## config.mk

```make
export PLATFORM = sky130hd
export DESIGN_NAME = memory_arbiter
export DESIGN_NICKNAME = d
export VERILOG_FILES = /design/src/rtl/memory_arbiter.sv
export SDC_FILE = /design/constraint.sdc
export NUM_CORES = 1
export LEC_CHECK = 0
export ABC_AREA = 1
export CELL_PAD_IN_SITES_DETAIL_PLACEMENT = 0
export CELL_PAD_IN_SITES_GLOBAL_PLACEMENT = 1
export CORE_MARGIN = 10
export CORE_UTILIZATION = 13
export CTS_CLUSTER_SIZE = 24
export DETAILED_ROUTE_END_ITERATION = 10
export PLACE_DENSITY = 0.92
export SETUP_SLACK_MARGIN = 0.4
export SLEW_MARGIN = 40
export SYNTH_ARGS = -nofsm -noshare
export SYNTH_HDL_FRONTEND = slang
export SYNTH_SLANG_ARGS = --single-unit
```

## constraint.sdc

```tcl
create_clock -name CLK -period 1.9 [get_ports CLK]
set_input_delay 0.38 -clock CLK [delete_from_list [all_inputs] [get_ports CLK]]
set_output_delay 0.38 -clock CLK [all_outputs]
set_load 0.05 [all_outputs]
```

## src/rtl/memory_arbiter.sv

```systemverilog
// rtl/memory_arbiter.sv - round-robin arbiter of per-core I/D cache ports onto one shared RAM port
//
// Grants the RAM to one source at a time and holds the grant until RAM reports
// ACCESS. The owner's wait bit drops for that one cycle, and priority then
// rotates past the owner. Source s = 2c is core c's D port and s = 2c+1 is
// core c's I port.
//
// Optional feature macro: ARB_DATA_PRIORITY_EN
//   defined   - any active D source beats any active I source (round-robin within each class)
//   undefined - one flat round-robin scan over all 2*CPUS sources
//
// Ports:
//   CLK, nRST                 clock (rising edge), asynchronous active-low reset
//   iREN[CPUS]                instruction read request per core
//   dREN[CPUS], dWEN[CPUS]    data read / write request per core
//   iaddr, daddr, dstore      32 bits per core, core c at [32c+31:32c]
//   iwait, dwait              1 = request of that port not complete this cycle
//   iload, dload              ramload broadcast to every port
//   ramREN, ramWEN            RAM enables, only while a grant is held
//   ramaddr, ramstore         owner's address / write data, 0 while idle
//   ramload, ramstate         RAM read data and status (FREE, BUSY, ACCESS, ERROR)

module memory_arbiter #(
    parameter int CPUS = 2
) (
    input  logic                CLK,
    input  logic                nRST,
    input  logic [CPUS-1:0]     iREN,
    input  logic [CPUS-1:0]     dREN,
    input  logic [CPUS-1:0]     dWEN,
    input  logic [32*CPUS-1:0]  iaddr,
    input  logic [32*CPUS-1:0]  daddr,
    input  logic [32*CPUS-1:0]  dstore,
    output logic [CPUS-1:0]     iwait,
    output logic [CPUS-1:0]     dwait,
    output logic [32*CPUS-1:0]  iload,
    output logic [32*CPUS-1:0]  dload,
    output logic                ramREN,
    output logic                ramWEN,
    output logic [31:0]         ramaddr,
    output logic [31:0]         ramstore,
    input  logic [31:0]         ramload,
    input  logic [1:0]          ramstate
);

    localparam int NS = 2 * CPUS;
    localparam int SW = $clog2(NS);
    localparam int CW = (CPUS > 1) ? $clog2(CPUS) : 1;

    // Even source indices are D ports.
    localparam logic [NS-1:0] D_MASK = {CPUS{2'b01}};

    localparam logic [1:0] RAM_ACCESS = 2'd2;
    localparam logic [1:0] RAM_ERROR  = 2'd3;

    typedef enum logic {IDLE, GRANT} state_t;

    state_t          r_state;
    state_t          w_next_state;
    logic [SW-1:0]   r_owner;
    logic [SW-1:0]   w_next_owner;
    logic [SW-1:0]   r_rp;
    logic [SW-1:0]   w_next_rp;
    logic [NS-1:0]   w_active;
    logic [SW:0]     w_scan;       // {found, source index}
    logic [CW-1:0]   w_core;
    logic            w_own_i;
    logic            w_own_active;
    logic [31:0]     w_iaddr  [CPUS];
    logic [31:0]     w_daddr  [CPUS];
    logic [31:0]     w_dstore [CPUS];

    genvar g;
    generate
        for (g = 0; g < CPUS; g++) begin : g_src
            assign w_iaddr[g]      = iaddr[32*g +: 32];
            assign w_daddr[g]      = daddr[32*g +: 32];
            assign w_dstore[g]     = dstore[32*g +: 32];
            assign w_active[2*g]   = dREN[g] | dWEN[g];
            assign w_active[2*g+1] = iREN[g];
        end
    endgenerate

    // First set bit of req at or after start, wrapping. Iterating from the
    // farthest offset down lets the nearest hit overwrite the others.
    function automatic logic [SW:0] rr_scan(input logic [NS-1:0] req,
                                            input logic [SW-1:0] start);
        logic [SW:0]   res;
        logic [SW-1:0] idx;
        res = '0;
        for (int k = NS - 1; k >= 0; k--) begin
            idx = SW'((int'(start) + k) % NS);
            if (req[idx]) res = {1'b1, idx};
        end
        return res;
    endfunction

`ifdef ARB_DATA_PRIORITY_EN
    logic [SW:0] w_scan_d;
    assign w_scan_d = rr_scan(w_active & D_MASK, r_rp);
    assign w_scan   = w_scan_d[SW] ? w_scan_d : rr_scan(w_active & ~D_MASK, r_rp);
`else
    assign w_scan   = rr_scan(w_active, r_rp);
`endif

    assign w_core       = CW'(r_owner >> 1);
    assign w_own_i      = r_owner[0];
    assign w_own_active = w_active[r_owner];

    assign iload = {CPUS{ramload}};
    assign dload = {CPUS{ramload}};

    always_ff @(posedge CLK or negedge nRST) begin
        if (!nRST) begin
            r_state <= IDLE;
            r_owner <= '0;
            r_rp    <= '0;
        end else begin
            r_state <= w_next_state;
            r_owner <= w_next_owner;
            r_rp    <= w_next_rp;
        end
    end

    always_comb begin
        w_next_state = r_state;
        w_next_owner = r_owner;
        w_next_rp    = r_rp;
        ramREN       = 1'b0;
        ramWEN       = 1'b0;
        ramaddr      = '0;
        ramstore     = '0;
        iwait        = '1;
        dwait        = '1;
        case (r_state)
            IDLE: begin
                if (w_scan[SW]) begin
                    w_next_owner = w_scan[SW-1:0];
                    w_next_state = GRANT;
                end
            end
            GRANT: begin
                if (w_own_i) begin
                    ramaddr = w_iaddr[w_core];
                    ramREN  = iREN[w_core];
                end else begin
                    ramaddr  = w_daddr[w_core];
                    ramstore = w_dstore[w_core];
                    // Write wins when a D port raises both enables.
                    ramWEN   = dWEN[w_core];
                    ramREN   = dREN[w_core] & ~dWEN[w_core];
                end
                if (!w_own_active) begin
                    // Owner withdrew: leave without ack, priority untouched.
                    w_next_state = IDLE;
                end else if (ramstate == RAM_ACCESS) begin
                    if (w_own_i) iwait[w_core] = 1'b0;
                    else         dwait[w_core] = 1'b0;
                    w_next_state = IDLE;
                    w_next_rp    = (r_owner == SW'(NS - 1)) ? '0 : r_owner + 1'b1;
                end else if (ramstate == RAM_ERROR) begin
                    // Drop the grant; the still-asserted request is re-arbitrated.
                    w_next_state = IDLE;
                end
            end
            default: w_next_state = IDLE;
        endcase
    end

endmodule

```

Word-level counts from Yosys, hierarchy flattened:

Cells that the tools add are included.

* multiplexer cells: 53
* bitwise logic cells: 7
* order comparisons: 8
* equal/unequal tests: 3
* reductions and logical operators: 3
* $add $sub $neg: 4

Operators with widths (number)
* $mux W32: 13
* $mux W1: 20
* $mux W2: 9
* $lt A2 B3 Y1 const B: 5
* $mux W3: 4
* $bmux W1 S2: 5
* $eq A2 B2 Y1 const B: 3
* $add A2 B1 Y2 const B: 2
* $add A2 B2 Y2 const B: 2
* $reduce_and A3 Y1: 1
* $ge A2 B2 Y1 const B: 1
* $lt A1 B2 Y1 const B: 1
* $not A1 Y1: 2
* $not A1 Y2: 1
* $not A2 Y2: 1
* $or A1 B1 Y1: 2
* $pmux W1 S2: 1
* $reduce_and A2 Y1: 1
* $and A1 B1 Y1: 1
* $demux W1 S1: 1
* $ge A1 B1 Y1 const B: 1
* $logic_and A1 B1 Y1: 1

* word-level logic and storage cells: 81
* input bits: 234
* output and inout bits: 198
* register bits: 5

Depth between registers and ports, before layout:

* depth after elaboration: 9
* gate-level depth with buffers: 11
* mapped depth without buffers: 11

Worst setup path before layout:

No wires, ideal clock.

* path type: register to output
* start: register r_owner[0]
* end: output ramaddr[0]
* data required time: 1.520 ns
* arrival: 2.138 ns
* path slack: -0.618 ns
* cell stages (with the launch flop): 5
* buffers on the path: 2
* path through: dfrtp_1 -> buf_2 -> nand2_1 -> buf_2 -> o32ai_1

* longest elaborated chain between the ends: 2

RTL lines
* start, declared: RTL line 60 `logic [SW-1:0] r_owner;`
* start signal, assigned: RTL line 120 `r_owner <= w_next_owner;`
* $mux W32: RTL line 143 `if (w_own_i) begin`
* $mux W32: RTL line 135 `case (r_state)`
* end, declared: RTL line 40 `output logic [31:0] ramaddr,`

No other way between the ends.

Final worst setup path:

* start: register r_owner[1]
* end: output ramaddr[13]

* longest elaborated chain between the ends: 6
* elaborated cells between the ends (all ways): 9
* classes of those cells: mux: 8; bitwise: 1

RTL lines (RTL line)
* $not A1 Y2 (implied by the code) *: 144, 147
* $mux W32, on equally long branches (3 in a row): 147, 144
* $mux W32 *: 143
* $mux W32 *: 135

Mark *: on every way between the ends. The rest lies on a longest branch, timed or not. The select of a mux whose other input is x is not followed.

==> results.toml <==
[yosys]
synth_edf_count = 0
ys_top_cells_by_area = "buf_4, nor2_1, o21ai_0"
ys_ff_latch = 5
postSynthAreaPerCell_sq_um = 5.44
yosysMostFrequentCell = "nor2_1"
ys_types = 25
synthCells = 552
seq_area_frac_synth_pct = 4.17
yosysTopAreaCell = "buf_4"
synth_common_cells = "nor2_1, buf_4, o21ai_0"
async_flop_share_pct = 100
syn_area_sq_mm = 0.00300
synth_top_area_share_pct = 32.3
synth_nets = 790
synth_flop_cell = "dfrtp_1"
yosysWarnings = 0

[power_and_ir_drop]
p_per_area_mw_per_mm2 = 1940
power_frac_clock_pct = 2.5
combPwrFrac_pct = 95.6
power.switching_mw = 7.74
power_leakage_nw = 2.70
power.total_mw = 14.2
vdd.ir_drop.worst_mv = 0.701
p_int_mw = 6.43
swShare_pct = 54.6
p_seq_share_pct = 1.9

[sta]
setup_viol = 69
post-route-period-util_pct = 112
tns_ns = -11.04
fmax_mhz = 469
drv_slew = 0
tightest_slew_ns = 0.607
final.min_clock_period_ns = 2.13
rsz0062_at_grt = "yes"
clock_skew_ns = 0.00342
maxSlewHeadroom_pct = 59.6
fin_ws_ns = -0.233
hold_violations = 0

[global_route]
grt_pass1_vias = 4344
grt_max_degree = 53
grt_pass1_wl_um = 27100
gr-usage-all-layers_pct = 11.9
antenna_found_initial = 0
grt_remaining_overflow = 0

[clocking]
h-tree-depth = 1
cts_buffers = 3
cts_root_buffer = "clkbuf_16"
clock_sinks = 5
cts_tree = "built"
holdBufCountCts = 0
clk_path_buf_depth = 2
cts.clk_slew.worst_paths_ns = 0.04
clock_latency_ns = 0.23

[run]
cap_viol_max_count = 0

[routing]
wl_per_cell_um = 19.7
initialDrtViolationCount = 179
drc = 0
ant_nets = 0
vias = 4132
dr.pass1.iters = 4
viasPerCell = 4.15
totalWireLength_um = 19600

[worst_hold_path]
min_path_type = "input pin to async pin"

[placed_design]
portBuffers = 271
place.gp.congestion = 0.861
hpwl_um = 16800

[worst_setup_path]
start_kind = "flip-flop"
worst-setup-path-type = "flip-flop to output pin"
cp_max_fo = 52
required_ns = 1.52
r2r_slack_ns = 0.35
end_kind = "output pin"
crit_arrival_ns = 1.75

[final_layout]
regArea_sq_um = 133
multiInputGateArea_sq_mm = 0.00274
final_layout_size_suffix_gt1_share_pct = 34.1
nFillCells = 2366
area_growth_pct = 143
nNetsFinal = 949

[floorplan]
die_area_sq_mm = 0.0296
initial_utilization_pct = 13.2
io_pins = 432
coreArea_sq_mm = 0.0227
die_h_um = 172
row_count = 55
die_x_um = 172

[outcome]
failed_checks = "setup timing"
status = "complete, but fails checks"
-- kinds of logic after synthesis --
family | Yosys count | synth area share [%]
multiplexers | 1 | 0.333
AND/OR/NAND/NOR | 242 | 31.8
flip-flops | 5 | 4.17
AO/OA/AOI/OAI | 125 | 22.9
adder cells (fa/ha/maj) | 4 | 1.67
buffers and inverters | 175 | 39.1
-- power by group through the flow --
stage                     Combinational (mW)  Clock (mW)  Sequential (mW)
final                                   13.6       0.352            0.272
after global placement                  13.0           0            0.269
after CTS                               13.5       0.361            0.279
after detailed placement                13.1           0            0.269
after global routing                    14.2       0.370            0.283
after floorplan                         8.56           0            0.230
-- registers in the layout (all words and copies together) (netlist names) --
signal,count
r_rp,2
r_owner,2
r_state,1
-- cells in the final DEF, fill, tap and decap left out, drive strengths merged --
| cell type | count |
|---|---|
| ha | 4 |
| dlygate4sd2 | 4 |
| dfrtp | 5 |
| inv | 12 |
| o32ai | 16 |
| mux2i | 1 |
| nand3 | 9 |
| o21ai | 88 |
| nor3 | 2 |
| a21oi | 20 |
| clkbuf | 5 |
| nand2 | 45 |
| o31ai | 1 |
| diode | 1 |
| nor2 | 186 |
| clkdlybuf4s50 | 195 |
| buf | 117 |
-- final timing paths --
| kind | end | start | cells after the start |
|---|---|---|---|
| max in group asynchronous | r_owner[1]$_DFFE_PN0P_ | nRST | 1 |
| min in group CLK | r_rp[1]$_DFFE_PN0P_ | r_rp[1]$_DFFE_PN0P_ | 2 |
| max | ramaddr[13] | r_owner[1]$_DFFE_PN0P_ | 5 |
| max reg2reg | r_rp[0]$_DFFE_PN0P_ | r_owner[1]$_DFFE_PN0P_ | 8 |
| min reg2reg | r_rp[1]$_DFFE_PN0P_ | r_rp[1]$_DFFE_PN0P_ | 2 |
| min | r_owner[1]$_DFFE_PN0P_ | nRST | 1 |
-- what timing repair did --
item                       in CTS  in global routing
setup endpoints to repair      75                 75
resized for setup              27                 17
buffers inserted                4                  5
gates cloned                    2                  0
pin swaps                       7                  3
-- through the flow --
step           utilization, %  instances  instance area [sq um]  hold slack [ns]  setup slack (ns)
3_5_place_dp             30.9        980                   7020            0.641            -0.286
4_1_cts                  31.9        990                   7240            0.398            -0.241
6_report                 32.1        996                   7300            0.400            -0.233
3_3_place_gp             30.9        980                   7020            0.632            -0.290
2_1_floorplan               -        552                   4160           0.0844             0.171
5_1_grt                  32.1        995                   7300            0.422            -0.302
-- routing by layer --
| metal | vias up | part of all wire (%) | track usage (%) |
|---|---|---|---|
| met3 | 15 | 13 | 4.97 |
| met2 | 295 | 51 | 21.8 |
| met1 | 1838 | 35 | 12.6 |
| met5 | - | 0 | 0 |
| met4 | 0 | 1.2 | 1.99 |
| li1 | 1984 | - | - |
-- cell type report --
class                      instances  area share, %
sequential                         5           1.82
antenna                            1         0.0343
inverter                          12          0.823
timing repair buffer             317           53.8
tap                              285           4.89
clock buffer                       4           1.08
multi-input combinational        372           37.6
-- critical path, stage by stage (launching register included) --
cell and delay (ns):
dfrtp_4 0.52, inv_4 0.14, buf_16 0.23, nor2_2 0.08
o32ai_4 0.32, buf_12 0.18
Note: power is estimated with default switching activity, not from simulation.
